==> src/rtl/pixel_scheduler.sv <==
// pixel_scheduler
//
// Raster sequencer that sits in front of the Mandelbrot engine. A frame
// start latches the view parameters and then walks every pixel in raster
// order. Each pixel gets one request/release handshake with the engine,
// and the returned iteration count is written to the framebuffer port,
// which may apply backpressure.
//
// Ports:
//   clk, rst_n            clock, asynchronous active-low reset
//   start, abort          frame start (level sampled), synchronous abort
//   *_in                  view parameters, sampled on frame start
//   center_x/center_y/zoom_level/max_iter_limit
//                         latched view parameters presented to the engine
//   pixel_x/pixel_y       current pixel coordinates presented to the engine
//   pixel_valid           engine request
//   eng_result_valid/eng_iteration_count/eng_busy
//                         engine result handshake and idle indication
//   wr_valid/wr_addr/wr_data/wr_ready
//                         framebuffer write port (valid/ready)
//   frame_busy            frame in progress (decoded from state)
//   frame_done            one-cycle pulse after the last pixel is written

module pixel_scheduler #(
  parameter int H_RES      = 640,
  parameter int V_RES      = 480,
  parameter int ADDR_WIDTH = 19,
  parameter int ITER_WIDTH = 6
) (
  input  logic                  clk,
  input  logic                  rst_n,
  input  logic                  start,
  input  logic                  abort,
  input  logic [15:0]           center_x_in,
  input  logic [15:0]           center_y_in,
  input  logic [7:0]            zoom_in,
  input  logic [ITER_WIDTH-1:0] max_iter_in,
  output logic [15:0]           center_x,
  output logic [15:0]           center_y,
  output logic [7:0]            zoom_level,
  output logic [ITER_WIDTH-1:0] max_iter_limit,
  output logic [9:0]            pixel_x,
  output logic [9:0]            pixel_y,
  output logic                  pixel_valid,
  input  logic                  eng_result_valid,
  input  logic [ITER_WIDTH-1:0] eng_iteration_count,
  input  logic                  eng_busy,
  output logic                  wr_valid,
  output logic [ADDR_WIDTH-1:0] wr_addr,
  output logic [ITER_WIDTH-1:0] wr_data,
  input  logic                  wr_ready,
  output logic                  frame_busy,
  output logic                  frame_done
);

  typedef enum logic [1:0] {
    IDLE,
    ISSUE,
    RELEASE,
    WRITE
  } state_t;

  localparam logic [9:0]            X_LAST   = 10'(H_RES - 1);
  localparam logic [9:0]            Y_LAST   = 10'(V_RES - 1);
  localparam logic [9:0]            COORD_ONE = 10'd1;
  localparam logic [ADDR_WIDTH-1:0] ADDR_ONE = ADDR_WIDTH'(1);

  state_t                  state, state_next;
  logic [15:0]             center_x_next, center_y_next;
  logic [7:0]              zoom_level_next;
  logic [ITER_WIDTH-1:0]   max_iter_limit_next;
  logic [9:0]              pixel_x_next, pixel_y_next;
  logic                    pixel_valid_next;
  logic                    wr_valid_next;
  logic [ADDR_WIDTH-1:0]   wr_addr_next;
  logic [ITER_WIDTH-1:0]   wr_data_next;
  logic                    frame_done_next;

  assign frame_busy = (state != IDLE);

  // State and every registered output. wr_addr doubles as the linear
  // address counter, so it tracks y*H_RES+x by incrementing rather than
  // multiplying.
  always_ff @(posedge clk or negedge rst_n) begin
    if (!rst_n) begin
      state          <= IDLE;
      center_x       <= '0;
      center_y       <= '0;
      zoom_level     <= '0;
      max_iter_limit <= '0;
      pixel_x        <= '0;
      pixel_y        <= '0;
      pixel_valid    <= 1'b0;
      wr_valid       <= 1'b0;
      wr_addr        <= '0;
      wr_data        <= '0;
      frame_done     <= 1'b0;
    end else begin
      state          <= state_next;
      center_x       <= center_x_next;
      center_y       <= center_y_next;
      zoom_level     <= zoom_level_next;
      max_iter_limit <= max_iter_limit_next;
      pixel_x        <= pixel_x_next;
      pixel_y        <= pixel_y_next;
      pixel_valid    <= pixel_valid_next;
      wr_valid       <= wr_valid_next;
      wr_addr        <= wr_addr_next;
      wr_data        <= wr_data_next;
      frame_done     <= frame_done_next;
    end
  end

  // Next-state and next-output logic. Abort overrides everything: the
  // request and any pending write are dropped, but the latched view
  // parameters are kept. A start that arrives while the engine is still
  // busy is simply ignored.
  always_comb begin
    state_next          = state;
    center_x_next       = center_x;
    center_y_next       = center_y;
    zoom_level_next     = zoom_level;
    max_iter_limit_next = max_iter_limit;
    pixel_x_next        = pixel_x;
    pixel_y_next        = pixel_y;
    pixel_valid_next    = pixel_valid;
    wr_valid_next       = wr_valid;
    wr_addr_next        = wr_addr;
    wr_data_next        = wr_data;
    frame_done_next     = 1'b0;

    if (abort) begin
      state_next       = IDLE;
      pixel_valid_next = 1'b0;
      wr_valid_next    = 1'b0;
    end else begin
      case (state)
        IDLE: begin
          if (start && !eng_busy) begin
            center_x_next       = center_x_in;
            center_y_next       = center_y_in;
            zoom_level_next     = zoom_in;
            max_iter_limit_next = max_iter_in;
            pixel_x_next        = '0;
            pixel_y_next        = '0;
            wr_addr_next        = '0;
            pixel_valid_next    = 1'b1;
            state_next          = ISSUE;
          end
        end

        ISSUE: begin
          if (eng_result_valid) begin
            wr_data_next     = eng_iteration_count;
            pixel_valid_next = 1'b0;
            state_next       = RELEASE;
          end
        end

        RELEASE: begin
          if (!eng_busy) begin
            wr_valid_next = 1'b1;
            state_next    = WRITE;
          end
        end

        WRITE: begin
          if (wr_ready) begin
            wr_valid_next = 1'b0;
            if (pixel_x == X_LAST && pixel_y == Y_LAST) begin
              frame_done_next = 1'b1;
              state_next      = IDLE;
            end else begin
              if (pixel_x == X_LAST) begin
                pixel_x_next = '0;
                pixel_y_next = pixel_y + COORD_ONE;
              end else begin
                pixel_x_next = pixel_x + COORD_ONE;
              end
              wr_addr_next     = wr_addr + ADDR_ONE;
              pixel_valid_next = 1'b1;
              state_next       = ISSUE;
            end
          end
        end

        default: begin
          state_next = IDLE;
        end
      endcase
    end
  end

endmodule

==> config.mk <==
export PLATFORM = sky130hd
export DESIGN_NAME = pixel_scheduler
export DESIGN_NICKNAME = d
export VERILOG_FILES = /design/src/rtl/pixel_scheduler.sv
export SDC_FILE = /design/constraint.sdc
export NUM_CORES = 1
export LEC_CHECK = 0
export CORE_ASPECT_RATIO = 1.2
export CORE_MARGIN = 10
export CORE_UTILIZATION = 47
export CTS_BUF_LIST = sky130_fd_sc_hd__clkbuf_2 sky130_fd_sc_hd__clkbuf_4 sky130_fd_sc_hd__clkbuf_8
export DETAILED_ROUTE_END_ITERATION = 6
export PLACE_DENSITY = 0.89
export SYNTH_ARGS = -nofsm -noshare
export SYNTH_HDL_FRONTEND = slang
export SYNTH_SLANG_ARGS = --single-unit
==> constraint.sdc <==
create_clock -name clk -period 2.3 [get_ports clk]
set_input_delay 0.46 -clock clk [delete_from_list [all_inputs] [get_ports clk]]
set_output_delay 0.46 -clock clk [all_outputs]
set_load 0.1 [all_outputs]
==> results.ini <==
[hold_path]
hold_path.class = input port to asynchronous set/reset pin

[floorplan]
ios = 154
rows = 39
die_area_um2 = 14160
fp.dieW_um = 110.3
coreArea_um2 = 9564
initial_core_util_pct = 48.08
die_y_um = 128.4

[synth]
synth_area_leaders = dfrtp_1, mux2_2, nand2_1
synth_ff_type = dfrtp_1
synthCells = 412
yosysMostFrequentCell = dfrtp_1
async_reset_ff_share_pct = 100.0
yosys-top-cells-count = dfrtp_1, mux2_2, nand2_1
syn_area_per_cell_um2 = 11.16
seq_area_frac_synth_pct = 52.24
syn_nets = 479
synth_top_area_cell = dfrtp_1
synth_top_area_share_pct = 52.24
ys_warn_count = 0
ys_ff_latch = 96
syn_area_um2 = 4598
ys_types = 53
synth_edf_count = 0

[final_layout]
nets = 666
area_growth_pct = 43.78
register_area_um2 = 2452
antenna_cells = 0
multi_input_area_um2 = 2092
fin_cells = 727
drive_gt1_share_pct = 41.39
fillers = 650

[global_route]
globalRouteTotalUtil_pct = 19.76
grt_max_degree = 47
grt_pass1_wl_um = 22370
grt_pass1_vias = 4285
antenna_found_initial = 0
gr-total-overflow = 0

[cts]
clk_pin_slew_worst_paths_ns = 0.09
cts-root-buf = clkbuf_8
h-tree-depth = 3
cts_tree = done
clockBufferDepth = 2
clock_sinks = 96
numCtsBuffers = 9
clock_latency_ns = 0.37

[drt]
drt_iter0_markers = 237
drc = 0
viasPerCell = 5.779
drt-pass1-iter-count = 7
via_count = 4201
drtAntennaViolNets = 0
wl_per_cell_um = 19.51
totalWireLength_um = 14180

[timing]
setup_viol = 0
finalHoldViolCount = 0
slew_viol_final = 0
fin_crit_sh_pct = 96.49
max_clock_freq_mhz = 450.6
slew_headroom_pct = 56.82
period_minus_slack_ns = 2.219
fin_skew_ns = 0.009293
setup_ws_ns = 0.08072
tightest_slew_ns = 0.6418

[setup_path]
endpoint_kind = flop
r2r_start = state[1]$_DFFE_PN0P_
crit_type = flop to flop
reg2reg_depth = 8
critPathLaunch = state[1]$_DFFE_PN0P_
cp.required_ns = 2.60
regToRegEndpoint = wr_addr[18]$_DFFE_PN0P_
cp.arrival_ns = 2.52
r2r_slack_ns = 0.08
start_kind = flop
path_max_fanout = 7
endpoint = wr_addr[18]$_DFFE_PN0P_

[pwr]
p_per_area_nw_per_um2 = 1488
p_total_mw = 9.839
peakVddDrop_mv = 0.7865
power_leakage_nw = 2.943

[placed_design]
hpwl_um = 10900
globalplace.congestion = 0.8729
dpl.cell_count = 708
portBuffers = 153
place_ws_ns = -0.1186

[run_status]
outcome = finished, final reports clean

[run]
max_cap_viol_count = 0

worst min-delay path by stage:
stage | endpoint | slack [ns] | startpoint | cells after the start
6_report | center_y[14]$_DFFE_PN0P_ | 0.04 | rst_n | 1
5_1_grt | center_y[14]$_DFFE_PN0P_ | 0.06 | rst_n | 1
4_1_cts | center_y[14]$_DFFE_PN0P_ | 0.05 | rst_n | 1
3_5_place_dp | center_y[14]$_DFFE_PN0P_ | 0.46 | rst_n | 1
3_3_place_gp | max_iter_limit[1]$_DFFE_PN0P_ | 0.44 | rst_n | 1
2_1_floorplan | center_x[0]$_DFFE_PN0P_ | 0.16 | rst_n | 0
metal layers:
metal | share of wire (%) | wire length [um] | vias to the layer above | global-route usage, %
met1 | 39 | 5481 | 2055 | 23.18
met2 | 49 | 6987 | 207 | 33.30
li1 | - | - | 1922 | -
met4 | 1.7 | 237 | 0 | 7.116
met3 | 10 | 1475 | 17 | 5.894
met5 | 0 | 0 | - | 0
power by group:
part	switching, mW	total [mW]	leakage [nW]	internal, mW
clock network	0.592	1.26	0.118	0.664
registers	0.292	2.48	1.18	2.18
logic	4.68	6.11	1.65	1.43
cells in the final DEF (no fill, tap or decap), types with 3 or more instances in the layout:
cell	n
o21ai_0	15
ha_1	6
a211o_1	5
buf_12	3
dfrtp_4	5
nand3_1	29
a21oi_1	9
nand4_1	10
nor3_1	5
clkdlybuf4s50_1	57
and3_1	16
o211ai_1	9
nor2b_1	3
nand2b_1	3
inv_1	7
clkbuf_8	10
mux2_2	52
o41ai_1	3
nor2_1	16
a221o_1	3
dfrtp_2	25
o31ai_1	4
or4_1	5
buf_4	133
nor4_1	9
dfrtp_1	66
nand2_1	45
a31oi_1	6
what timing repair did:
item	4_1_cts	5_1_grt
resized for setup	0	4
endpoints found under the setup margin	2	13
hold buffers	0	0
setup buffers	2	1
pin swaps	1	2
critical path, stage by stage, from the launching register on:
cell and delay (ns):
dfrtp_1 0.45, inv_2 0.14, ha_4 0.20, nor2_1 0.09, a2111oi_4 0.37, o31ai_4 0.19
buf_4 0.18, or4_1 0.46, nand3_1 0.09
cells by family after synthesis:
| logic type | after synthesis | share of synthesized area (%) |
|---|---|---|
| AND/OR/NAND/NOR | 156 | 18.07 |
| multiplexers | 52 | 12.73 |
| adder cells (fa/ha/maj) | 8 | 2.177 |
| buffers and inverters | 28 | 2.993 |
| AO/OA/AOI/OAI | 72 | 11.78 |
| flip-flops | 96 | 52.24 |
through the flow:
stage	cell area, um^2	hold slack [ns]	util (%)	setup TNS (ns)
after global placement	6351	0.4440	66.41	-0.3684
after detailed placement	6351	0.4560	66.41	-1.069
after global routing	6611	0.06014	69.13	-0.01209
after CTS	6598	0.05285	68.98	0
after floorplan	4708	0.1644	-	-0.001742
final	6611	0.04032	69.13	0
sequential cells by signal, summed over array words and instances (netlist names):
signal	flops
wr_addr	19
center_x	16
center_y	16
pixel_x	10
pixel_y	10
zoom_level	8
max_iter_limit	6
wr_data	6
state	2
frame_done	1
pixel_valid	1
wr_valid	1
layout make-up:
| cell class | count | share of cell area, % |
|---|---|---|
| multi-input combinational | 288 | 31.64 |
| timing repair buffer | 194 | 24.81 |
| clock inverter | 5 | 1.306 |
| tap | 123 | 2.328 |
| clock buffer | 11 | 2.195 |
| sequential | 96 | 37.09 |
| inverter | 10 | 0.6245 |
Power figures use the tool's default switching activity.
